`src/rtl/spi_regbank_pkg.sv`:
```
// Shared types for the SPI register-bank controller: FSM state encoding and default widths.
package spi_regbank_pkg;

  localparam int ADDR_W_DEF = 7;
  localparam int DATA_W_DEF = 8;

  typedef enum logic [2:0] {
    IDLE,
    RD_FETCH,
    RD_HOLD,
    WR_WAIT,
    WR_COMMIT,
    WAIT_END
  } state_e;

endpackage

```
`src/rtl/spi_regbank_arb.sv`:
```
// Register-array ownership: SPI owns it during fetch/commit, otherwise a local request is granted the same cycle.
// Local read data strobe (lcl_rvalid_o) follows a read grant by one clk; withheld requests simply retry.
module spi_regbank_arb
  import spi_regbank_pkg::*;
(
  input  logic   clk,
  input  logic   reset_n,
  input  state_e state_i,
  input  logic   lcl_req_i,
  input  logic   lcl_we_i,
  input  logic   lcl_in_range_i,
  output logic   spi_own_o,
  output logic   lcl_gnt_o,
  output logic   lcl_wr_o,
  output logic   lcl_rd_o,
  output logic   lcl_rvalid_o
);

  logic rvalid_q, rvalid_d;

  assign spi_own_o = (state_i == RD_FETCH) || (state_i == WR_COMMIT);
  assign lcl_gnt_o = lcl_req_i & ~spi_own_o;
  // Out-of-range local writes are granted but dropped.
  assign lcl_wr_o  = lcl_gnt_o & lcl_we_i & lcl_in_range_i;
  assign lcl_rd_o  = lcl_gnt_o & ~lcl_we_i;
  assign rvalid_d  = lcl_rd_o;

  always_ff @(posedge clk or negedge reset_n) begin
    if (!reset_n) rvalid_q <= 1'b0;
    else          rvalid_q <= rvalid_d;
  end

  assign lcl_rvalid_o = rvalid_q;

endmodule

```
`src/rtl/spi_regbank_ctrl.sv`:
```
// SPI register-bank controller: sequences slave reads/writes, shares the array with a local port; tx data valid 2 clk after addr_dv rises.
// Local requests stall while SPI owns the array. Optional macro SPI_REGBANK_RO_MASK_EN makes RO_MASK registers SPI read-only.
module spi_regbank_ctrl
  import spi_regbank_pkg::*;
#(
  parameter int                  ADDR_W   = ADDR_W_DEF,
  parameter int                  DATA_W   = DATA_W_DEF,
  parameter int                  NUM_REGS = 16,
  parameter logic [NUM_REGS-1:0] RO_MASK  = '0
) (
  input  logic                         clk,
  input  logic                         reset_n,
  input  logic [ADDR_W-1:0]            spi_addr,
  input  logic                         spi_addr_dv,
  input  logic                         spi_rw,
  input  logic [DATA_W-1:0]            spi_rx_d,
  input  logic                         spi_rxdv,
  output logic [DATA_W-1:0]            spi_tx_d,
  output logic                         spi_tx_en,
  input  logic                         lcl_req,
  input  logic                         lcl_we,
  input  logic [ADDR_W-1:0]            lcl_addr,
  input  logic [DATA_W-1:0]            lcl_wdata,
  output logic                         lcl_gnt,
  output logic [DATA_W-1:0]            lcl_rdata,
  output logic                         lcl_rvalid,
  output logic                         spi_err,
  input  logic                         err_clr,
  output logic [NUM_REGS*DATA_W-1:0]   regs_out
);

  localparam int                IDX_W      = (NUM_REGS > 1) ? $clog2(NUM_REGS) : 1;
  localparam logic [ADDR_W:0]   NUM_REGS_A = (ADDR_W + 1)'(NUM_REGS);
`ifdef SPI_REGBANK_RO_MASK_EN
  localparam logic              RO_EN      = 1'b1;
`else
  localparam logic              RO_EN      = 1'b0;
`endif

  state_e                             state_q, state_d;
  logic                               addr_dv_q, rxdv_q;
  logic [DATA_W-1:0]                  tx_d_q, tx_d_d;
  logic [DATA_W-1:0]                  lcl_rdata_q, lcl_rdata_d;
  logic                               err_q, err_d;
  logic [NUM_REGS-1:0][DATA_W-1:0]    regs_q, regs_d;

  logic              addr_dv_re, rxdv_re;
  logic              spi_in_range, lcl_in_range, spi_ro, spi_wr, err_set;
  logic              spi_own, lcl_wr, lcl_rd;
  logic [IDX_W-1:0]  spi_idx, lcl_idx, rd_idx;
  logic [DATA_W-1:0] rd_data;

  assign addr_dv_re   = spi_addr_dv & ~addr_dv_q;
  assign rxdv_re      = spi_rxdv & ~rxdv_q;
  assign spi_in_range = {1'b0, spi_addr} < NUM_REGS_A;
  assign lcl_in_range = {1'b0, lcl_addr} < NUM_REGS_A;
  assign spi_idx      = spi_addr[IDX_W-1:0];
  assign lcl_idx      = lcl_addr[IDX_W-1:0];
  assign spi_ro       = RO_EN & RO_MASK[spi_idx];

  spi_regbank_arb u_arb (
    .clk            (clk),
    .reset_n        (reset_n),
    .state_i        (state_q),
    .lcl_req_i      (lcl_req),
    .lcl_we_i       (lcl_we),
    .lcl_in_range_i (lcl_in_range),
    .spi_own_o      (spi_own),
    .lcl_gnt_o      (lcl_gnt),
    .lcl_wr_o       (lcl_wr),
    .lcl_rd_o       (lcl_rd),
    .lcl_rvalid_o   (lcl_rvalid)
  );

  // Single read port: whoever owns the array this cycle selects the index.
  assign rd_idx  = spi_own ? spi_idx : lcl_idx;
  assign rd_data = regs_q[rd_idx];
  assign spi_wr  = (state_q == WR_COMMIT) & spi_in_range & ~spi_ro;
  assign err_set = ((state_q == RD_FETCH) & ~spi_in_range) |
                   ((state_q == WR_COMMIT) & (~spi_in_range | spi_ro));

  always_comb begin
    state_d = state_q;
    tx_d_d  = tx_d_q;
    unique case (state_q)
      IDLE:      if (addr_dv_re) state_d = spi_rw ? RD_FETCH : WR_WAIT;
      RD_FETCH: begin
        tx_d_d  = spi_in_range ? rd_data : '0;
        state_d = RD_HOLD;
      end
      RD_HOLD: begin
        if (!spi_addr_dv) begin
          state_d = IDLE;
          tx_d_d  = '0;
        end
      end
      WR_WAIT: begin
        if (!spi_addr_dv)  state_d = IDLE;
        else if (rxdv_re)  state_d = WR_COMMIT;
      end
      WR_COMMIT: state_d = WAIT_END;
      WAIT_END:  if (!spi_addr_dv) state_d = IDLE;
      default:   state_d = IDLE;
    endcase
  end

  always_comb begin
    regs_d      = regs_q;
    lcl_rdata_d = lcl_rdata_q;
    err_d       = err_q;
    if (spi_wr)      regs_d[spi_idx] = spi_rx_d;
    else if (lcl_wr) regs_d[lcl_idx] = lcl_wdata;
    if (lcl_rd)      lcl_rdata_d = lcl_in_range ? rd_data : '0;
    if (err_set)     err_d = 1'b1;
    else if (err_clr) err_d = 1'b0;
  end

  always_ff @(posedge clk or negedge reset_n) begin
    if (!reset_n) begin
      state_q     <= IDLE;
      addr_dv_q   <= 1'b0;
      rxdv_q      <= 1'b0;
      tx_d_q      <= '0;
      lcl_rdata_q <= '0;
      err_q       <= 1'b0;
      regs_q      <= '0;
    end else begin
      state_q     <= state_d;
      addr_dv_q   <= spi_addr_dv;
      rxdv_q      <= spi_rxdv;
      tx_d_q      <= tx_d_d;
      lcl_rdata_q <= lcl_rdata_d;
      err_q       <= err_d;
      regs_q      <= regs_d;
    end
  end

  assign spi_tx_d  = tx_d_q;
  assign spi_tx_en = (state_q == RD_HOLD);
  assign lcl_rdata = lcl_rdata_q;
  assign spi_err   = err_q;
  assign regs_out  = regs_q;

endmodule

```
`config.mk`:
```
export PLATFORM = sky130hd
export DESIGN_NAME = spi_regbank_ctrl
export DESIGN_NICKNAME = d
export VERILOG_FILES = /design/src/rtl/spi_regbank_pkg.sv /design/src/rtl/spi_regbank_arb.sv /design/src/rtl/spi_regbank_ctrl.sv
export SDC_FILE = /design/constraint.sdc
export NUM_CORES = 1
export LEC_CHECK = 0
export ABC_AREA = 1
export CAP_MARGIN = 30
export CELL_PAD_IN_SITES_DETAIL_PLACEMENT = 1
export CELL_PAD_IN_SITES_GLOBAL_PLACEMENT = 1
export CORE_ASPECT_RATIO = 1.75
export CORE_UTILIZATION = 40
export CTS_CLUSTER_DIAMETER = 40
export CTS_CLUSTER_SIZE = 28
export DETAILED_ROUTE_END_ITERATION = 8
export HOLD_SLACK_MARGIN = 0.12
export PLACE_DENSITY = 0.93
export RECOVER_POWER = 25
export SLEW_MARGIN = 10
export SYNTH_ARGS = -nofsm -noshare
export SYNTH_HDL_FRONTEND = slang
export SYNTH_SLANG_ARGS = --single-unit
```
`constraint.sdc`:
```
create_clock -name clk -period 3.2 [get_ports clk]
set_input_delay 0.48 -clock clk [delete_from_list [all_inputs] [get_ports clk]]
set_output_delay 0.48 -clock clk [all_outputs]
set_load 0.005 [all_outputs]
```
== Yosys cells after proc, flatten, opt, wreduce, memory -nomap -nowiden ==
Cells that the tools add are included.
W data, S select, Z words.

* $add $sub $neg: 0
* Multipliers: 0
* Divide/modulo/power cells: 0
* Order comparisons: 7
* Equal/unequal tests: 9
* Shift-type cells: 0
* Multiplexer cells: 23
* Bitwise logic cells: 15
* Reduce and logical (&&, ||, !) cells: 10

{| class="wikitable"
|+ Operators by type and width
! operator !! number
|-
| $bwmux W128 || 2
|-
| $mux W128 || 2
|-
| $demux W8 S4 || 2
|-
| $mux W8 || 6
|-
| $bmux W8 S4 || 1
|-
| $pmux W8 S2 || 1
|-
| $lt A4 B5 Y1 const B || 3
|-
| $pmux W3 S5 || 1
|-
| $lt A7 B5 Y1 const B || 2
|-
| $mux W3 || 4
|-
| $and A1 B1 Y1 || 9
|-
| $ge A4 B1 Y1 const B || 2
|-
| $eq A3 B2 Y1 const B || 2
|-
| $eq A3 B3 Y1 const B || 2
|-
| $ne A2 B2 Y1 const B || 3
|-
| $reduce_bool A2 Y1 || 3
|-
| $not A1 Y1 || 5
|-
| $mux W4 || 1
|-
| $eq A3 B1 Y1 const B || 1
|-
| $logic_not A3 Y1 || 1
|-
| $ne A3 B3 Y1 const B || 1
|-
| $reduce_and A3 Y1 || 1
|-
| $logic_and A1 B1 Y1 || 2
|-
| $mux W1 || 2
|-
| 5 further kinds || 5
|}

* Flip-flop bits (word level): 151
* Bits in latches: 0
* RAM bits: 0
* ROM bits: 0
* Input port bits: 38
* Output and inout port bits: 148
* Word-level logic and storage cells: 87
* Memories: 0

== Depth between registers and ports, before layout ==
* Word-level depth: 8
* Gate-level depth with buffers: 14
* Depth with buffers taken out: 11

== Cells and area by module ==
From an unflattened synthesis, not the netlist that was laid out.

* Cell total of the unflattened synthesis: 1228
* Area total of the unflattened synthesis: 8878.5 sq um

{| class="wikitable"
|+ By module, submodules not included
! module !! instances !! cells each !! area each (sq um)
|-
| spi_regbank_ctrl || 1 || 1215 || 8799.7
|-
| spi_regbank_arb || 1 || 13 || 78.8
|}

== Least setup slack after synthesis ==
OpenSTA, ideal clock, no wires.

* Path type: input -> register
* Start point: in spi_addr[4]
* End point: reg regs_q, in the netlist regs_out[40]
* Setup time: 0.122 ns
* Data arrival time: 1.794 ns
* Data required time: 3.078 ns
* Slack: 1.285 ns
* Cell stages on the path: 11
* Buffers on the path: 2
* Path through: or3_4 -> nor2_8 -> inv_2 -> buf_6 -> nand2_1 -> o21ai_1 -> nor2_2 -> inv_2 -> buf_6 -> nand2_1 -> o21ai_1

* Cells in the longest elaborated chain, start to end: 3
* Elaborated cells on any way between the ends: 4

{| class="wikitable"
|+ RTL lines
! element !! line !! source
|-
| start, declared || spi_regbank_ctrl.sv:13 || <nowiki>input logic [ADDR_W-1:0] spi_addr,</nowiki>
|-
| $lt A7 B5 Y1 * || spi_regbank_ctrl.sv:55 || <nowiki>assign spi_in_range = {1'b0, spi_addr} < NUM_REGS_A;</nowiki>
|-
| $and A1 B1 Y1 * || spi_regbank_ctrl.sv:78 || <nowiki>assign spi_wr = (state_q == WR_COMMIT) & spi_in_range & ~spi_ro;</nowiki>
|-
| $mux W128 / $reduce_bool A2 Y1 (equally long branches) || - ||
|-
| end signal, assigned || spi_regbank_ctrl.sv:134 || <nowiki>regs_q <= regs_d;</nowiki>
|-
| end, declared || spi_regbank_ctrl.sv:45 || <nowiki>logic [NUM_REGS-1:0][DATA_W-1:0] regs_q, regs_d;</nowiki>
|}

Every way passes the cells marked *; elsewhere a longest branch is shown, timed or not.
A chain may end at the register's enable or synchronous reset.

== Worst setup path after layout ==
* Start point: reg state_q[2]
* End point: reg tx_d_q[0], in the netlist spi_tx_d[0]

* Cells in the longest elaborated chain, start to end: 7
* Elaborated cells on any way between the ends: 12

{| class="wikitable"
|+ RTL lines
! element !! line !! source
|-
| start, declared || spi_regbank_ctrl.sv:40 || <nowiki>state_e state_q, state_d;</nowiki>
|-
| start signal, assigned || spi_regbank_ctrl.sv:128 || <nowiki>state_q <= state_d;</nowiki>
|-
| $eq A3 B1 Y1 / $eq A3 B3 Y1 (equally long branches) || spi_regbank_arb.sv:21, spi_regbank_ctrl.sv:85 ||
|-
| $logic_or A1 B1 Y1 || spi_regbank_arb.sv:21 || <nowiki>assign spi_own_o = (state_i == RD_FETCH) || (state_i == WR_COMMIT);</nowiki>
|-
| $mux W4 || spi_regbank_ctrl.sv:76 || <nowiki>assign rd_idx = spi_own ? spi_idx : lcl_idx;</nowiki>
|-
| $bmux W8 S4 || spi_regbank_ctrl.sv:77 || <nowiki>assign rd_data = regs_q[rd_idx];</nowiki>
|-
| $mux W8 (not written as such) || spi_regbank_ctrl.sv:77 ||
|-
| $mux W8 || spi_regbank_ctrl.sv:88 || <nowiki>tx_d_d = spi_in_range ? rd_data : '0;</nowiki>
|-
| $pmux W8 S2 || spi_regbank_ctrl.sv:85 || <nowiki>unique case (state_q)</nowiki>
|-
| end signal, assigned || spi_regbank_ctrl.sv:131 || <nowiki>tx_d_q <= tx_d_d;</nowiki>
|-
| end, declared || spi_regbank_ctrl.sv:42 || <nowiki>logic [DATA_W-1:0] tx_d_q, tx_d_d;</nowiki>
|}

Parallel ways exist; a longest one is shown, timed or not. The select of a mux whose other input is x is not followed.

==> results.txt <==
----------------------------------------------------
[Clocking]
  Clock Root Buffer ... sky130_fd_sc_hd__clkbuf_16
  Worst-skew pair later-pin latency ... 0.45 ns
  Longest Clk Path Bufs ... 2
  Clock slew seen by the registers of the worst setup and hold paths ... 0.06 ns
  Clock sink count ... 151
  H-tree lvl count ... 4
  Number of setup buffers added after CTS ... 0
  Total CTS buffers ... 17
  CTS tree ... built

[Setup path]
  Crit path max fanout ... 17
  Required @ worst endpoint ... 3.53 ns
  Critical path class ... reg2reg
  Worst EP arrival ... 3.15 ns
  Endpoint type of the worst setup path ... flop
  Delay of the slowest critical-path stage ... 0.73 ns
  Crit path top cell by count ... sky130_fd_sc_hd__nand3_1
  Critical Path Source ... state_q[2]
  Critical path destination ... spi_tx_d[0]
  Startpoint type of the worst setup path ... flop
  Crit path max-delay cell type ... sky130_fd_sc_hd__o21ai_2
  R2r startpoint ... state_q[2]
  Critical path cell sequence ... nor2_1 > nand2_2 > nand2_4 > o21ai_2 > buf_4 > buf_4 > nand3_1 > nand3_1 > nand3_1 > nand3_1 > nand2_1
  Path length in cells of the critical path ... 11
  Slack of the worst reg-to-reg path ... 0.38 ns
  Depth of the most critical reg-to-reg path ... 11
  Reg2Reg Capture Point ... spi_tx_d[0]
  Critical path's top delay family ... simple AND/OR/NAND/NOR gates
  Critical path buffers and inverters ... 2

[STA]
  Remaining max-slew budget at the tightest pin ... -17.9%
  Count of final hold-check violations ... 0
  Slack of the critical path ... 0.383 ns
  Setup violations, final ... 0
  Actual transition at the worst max-transition pin ... 1.77 ns
  Slew Limit Fails ... 67
  Unrepaired setup endpoints after global routing ... false
  Maximum clock skew at final layout ... 0.0113 ns
  Shortest clock period the worst path allows after layout ... 2.82 ns
  Period utilisation layout ... 88.0%
  Setup TNS ... 0 ns
  Highest Clock Rate ... 355 MHz

[Synthesis]
  Number of distinct library cells after synthesis ... 34
  Async set or reset register ratio after synthesis ... 100%
  Most used flip-flop cell after synthesis ... sky130_fd_sc_hd__dfrtp_1
  Cell taking the most area after synthesis ... sky130_fd_sc_hd__dfrtp_1
  Net count after synthesis ... 1207
  Total number of yosys warnings ... 0
  Most used standard cell by instance count after synthesis ... sky130_fd_sc_hd__nand2_1
  Share of Yosys cell area claimed by the top area cell type ... 42.9%
  Count of flip-flops with a built-in enable after synthesis ... 0
  Main area contributors after synthesis ... sky130_fd_sc_hd__dfrtp_1 (43%), sky130_fd_sc_hd__nand2_1 (10%), sky130_fd_sc_hd__nand3_1 (9.6%), sky130_fd_sc_hd__nor2_1 (6.8%), sky130_fd_sc_hd__a22oi_1 (6.1%)
  Number of storage elements in the synthesis netlist ... 151
  Average cell area after synthesis ... 7.54 µm²
  Most instantiated cells after synthesis ... sky130_fd_sc_hd__nand2_1 (241), sky130_fd_sc_hd__nand3_1 (170), sky130_fd_sc_hd__nor2_1 (160), sky130_fd_sc_hd__dfrtp_1 (151), sky130_fd_sc_hd__a21oi_1 (107)
  Cell area after synthesis ... 8820 µm²
  Number of instances in the synthesized netlist ... 1169
  Seq/Total Area, Yosys ... 42.9%

[Drt]
  Vias per std cell ... 6.16
  Routed wire per std cell ... 24.8 µm
  Detailed-routing iteration count for the pre-antenna-repair pass ... 6
  DR DRC count ... 0
  Total via count in the routed design ... 10300
  Detailed Route WL ... 41500 µm
  Routed Antenna Nets ... 0
  DRC marker count from the first detailed-route iteration ... 902

[Die]
  Die extent in y ... 198 µm
  Floorplan Core Area ... 21600 µm²
  Horizontal die dimension ... 114 µm
  I/O pins ... 186
  Row Count ... 71
  Starting density of the core ... 40.8%
  Area of the die ... 22700 µm²

[Placement]
  I/O Buffers ... 185
  Estimated wirelength of the detail-placed design ... 30500 µm
  Final RePlAce weighted congestion ... 0.984
  Worst setup timing slack at the placement stage ... 0.348 ns

[Layout]
  Proportion of layout cells with a drive suffix above 1 ... 9.87%
  Final layout net count ... 1403
  Antenna Cells ... 0
  Signed area change from the synthesized netlist to the final layout ... 31.4%

[Global routing]
  Global-route total usage across every layer ... 37.7%
  Number of global-route vias before repair ... 10700
  Wire length of the first global-routing pass ... 63000 µm
  Gr ovfl total ... 0
  Number of antenna violations at the first check in global routing ... 0
  Pin count of the biggest net entering global routing ... 67

[Pwr]
  Maximum ir drop on the vdd rail ... 0.417 mV
  Lkg Pwr ... 4.83 nW
  Power Density ... 721 nW/µm²

[Run]
  Max-Cap Viols ... 1

[Outcome]
  Failing checks ... max-capacitance violations, max-slew violations
  Status ... complete, but fails checks

[Hold path]
  Class of the worst hold path ... reg2reg

----------------------------------------------------
## layout make-up
type | count | area, µm²
clock inverters | 9 | 68.8
multi-input cells | 888 | 4370
well taps | 292 | 365
flip-flops and latches | 151 | 3780
clock buffers | 23 | 478
inverters | 70 | 263
fillers | 2698 | 10000
repair buffers | 237 | 2260
## how the worst min path moves through the flow
stage                  from            to  slack [ns]  cells past startpoint
6_report       lcl_rdata[7]  lcl_rdata[7]        0.48                      2
3_5_place_dp   lcl_rdata[7]  lcl_rdata[7]        0.47                      2
5_1_grt        lcl_rdata[0]  lcl_rdata[0]        0.52                      2
3_3_place_gp    spi_tx_d[5]   spi_tx_d[5]        0.47                      2
2_1_floorplan       reset_n     addr_dv_q        0.18                      0
4_1_cts        lcl_rdata[7]  lcl_rdata[7]        0.49                      2
## cells by family (layout without fill, tap and decap cells)
group | Yosys count | count (layout) | synth area share [%]
and+or+nand+nor | 611 | 611 | 31.2
AOI/OAI and AO/OA | 277 | 277 | 18.4
DFF | 151 | 151 | 42.9
buffers and inverters | 130 | 339 | 7.59
## timing repair
action	in CTS	in global routing
hold buffers	1	0
resized for setup	0	0
endpoints found under the hold margin	63	0
## placed cells by master (no fill, tap or decap), types with 9 or more instances in the layout
cell                              synthesis  layout
sky130_fd_sc_hd__buf_4                   21      47
sky130_fd_sc_hd__a21oi_1                107     107
sky130_fd_sc_hd__o21ai_0                 43      43
sky130_fd_sc_hd__nor2_2                  12      12
sky130_fd_sc_hd__a31oi_1                 10      10
sky130_fd_sc_hd__clkbuf_16                0      17
sky130_fd_sc_hd__clkdlybuf4s50_1          0     182
sky130_fd_sc_hd__nand3_1                170     170
sky130_fd_sc_hd__dfrtp_1                151     151
sky130_fd_sc_hd__inv_1                   57      57
sky130_fd_sc_hd__nor2_4                   9       9
sky130_fd_sc_hd__a22oi_1                 72      72
sky130_fd_sc_hd__o21ai_1                 36      36
sky130_fd_sc_hd__nand2_1                241     241
sky130_fd_sc_hd__inv_2                   12      12
sky130_fd_sc_hd__nor2_1                 160     160
## routing by layer
metal | vias to the layer above | track usage (%) | part of all wire (%) | wire length, µm
li1 | 4353 | - | - | -
met1 | 5020 | 40.7 | 34 | 14200
met2 | 658 | 61.4 | 48 | 19900
met3 | 259 | 8.04 | 7.7 | 3180
met4 | 0 | 34.1 | 10 | 4270
met5 | - | 0 | 0 | 0
## worst reg2reg max path: stages (launching register included)
cell and delay (ns):
sky130_fd_sc_hd__dfrtp_1 0.47, sky130_fd_sc_hd__nor2_1 0.11, sky130_fd_sc_hd__nand2_2 0.21, sky130_fd_sc_hd__nand2_4 0.19, sky130_fd_sc_hd__o21ai_2 0.73, sky130_fd_sc_hd__buf_4 0.32, sky130_fd_sc_hd__buf_4 0.19, sky130_fd_sc_hd__nand3_1 0.09
sky130_fd_sc_hd__nand3_1 0.09, sky130_fd_sc_hd__nand3_1 0.12, sky130_fd_sc_hd__nand3_1 0.12, sky130_fd_sc_hd__nand2_1 0.06
## per-stage QoR
step	power, mW	hold slack (ns)	utilization (%)	instances	area [µm²]
after CTS	8.25	0.487	53.8	1670	11600
final	8.35	0.481	53.7	1670	11600
after floorplan	4.51	0.184	-	1169	8820
after global routing	8.65	0.517	53.7	1670	11600
after detailed placement	6.31	0.471	51.2	1637	11000
after global placement	6.19	0.467	51.2	1637	11000
## power breakdown
| group | internal, mW | switching (mW) |
|---|---|---|
| sequential | 2.29 | 0.418 |
| clock | 1.06 | 0.861 |
| combinational | 1.44 | 2.29 |
| total | 4.78 | 3.57 |
## flip-flops by register name (all words and copies together), names as in the netlist
signal              flops
spi_err                 1
spi_tx_d                8
state_q                 3
rxdv_q                  1
regs_out              128
addr_dv_q               1
u_arb.lcl_rvalid_o      1
lcl_rdata               8
No activity file was read; power rests on OpenSTA's default activity.
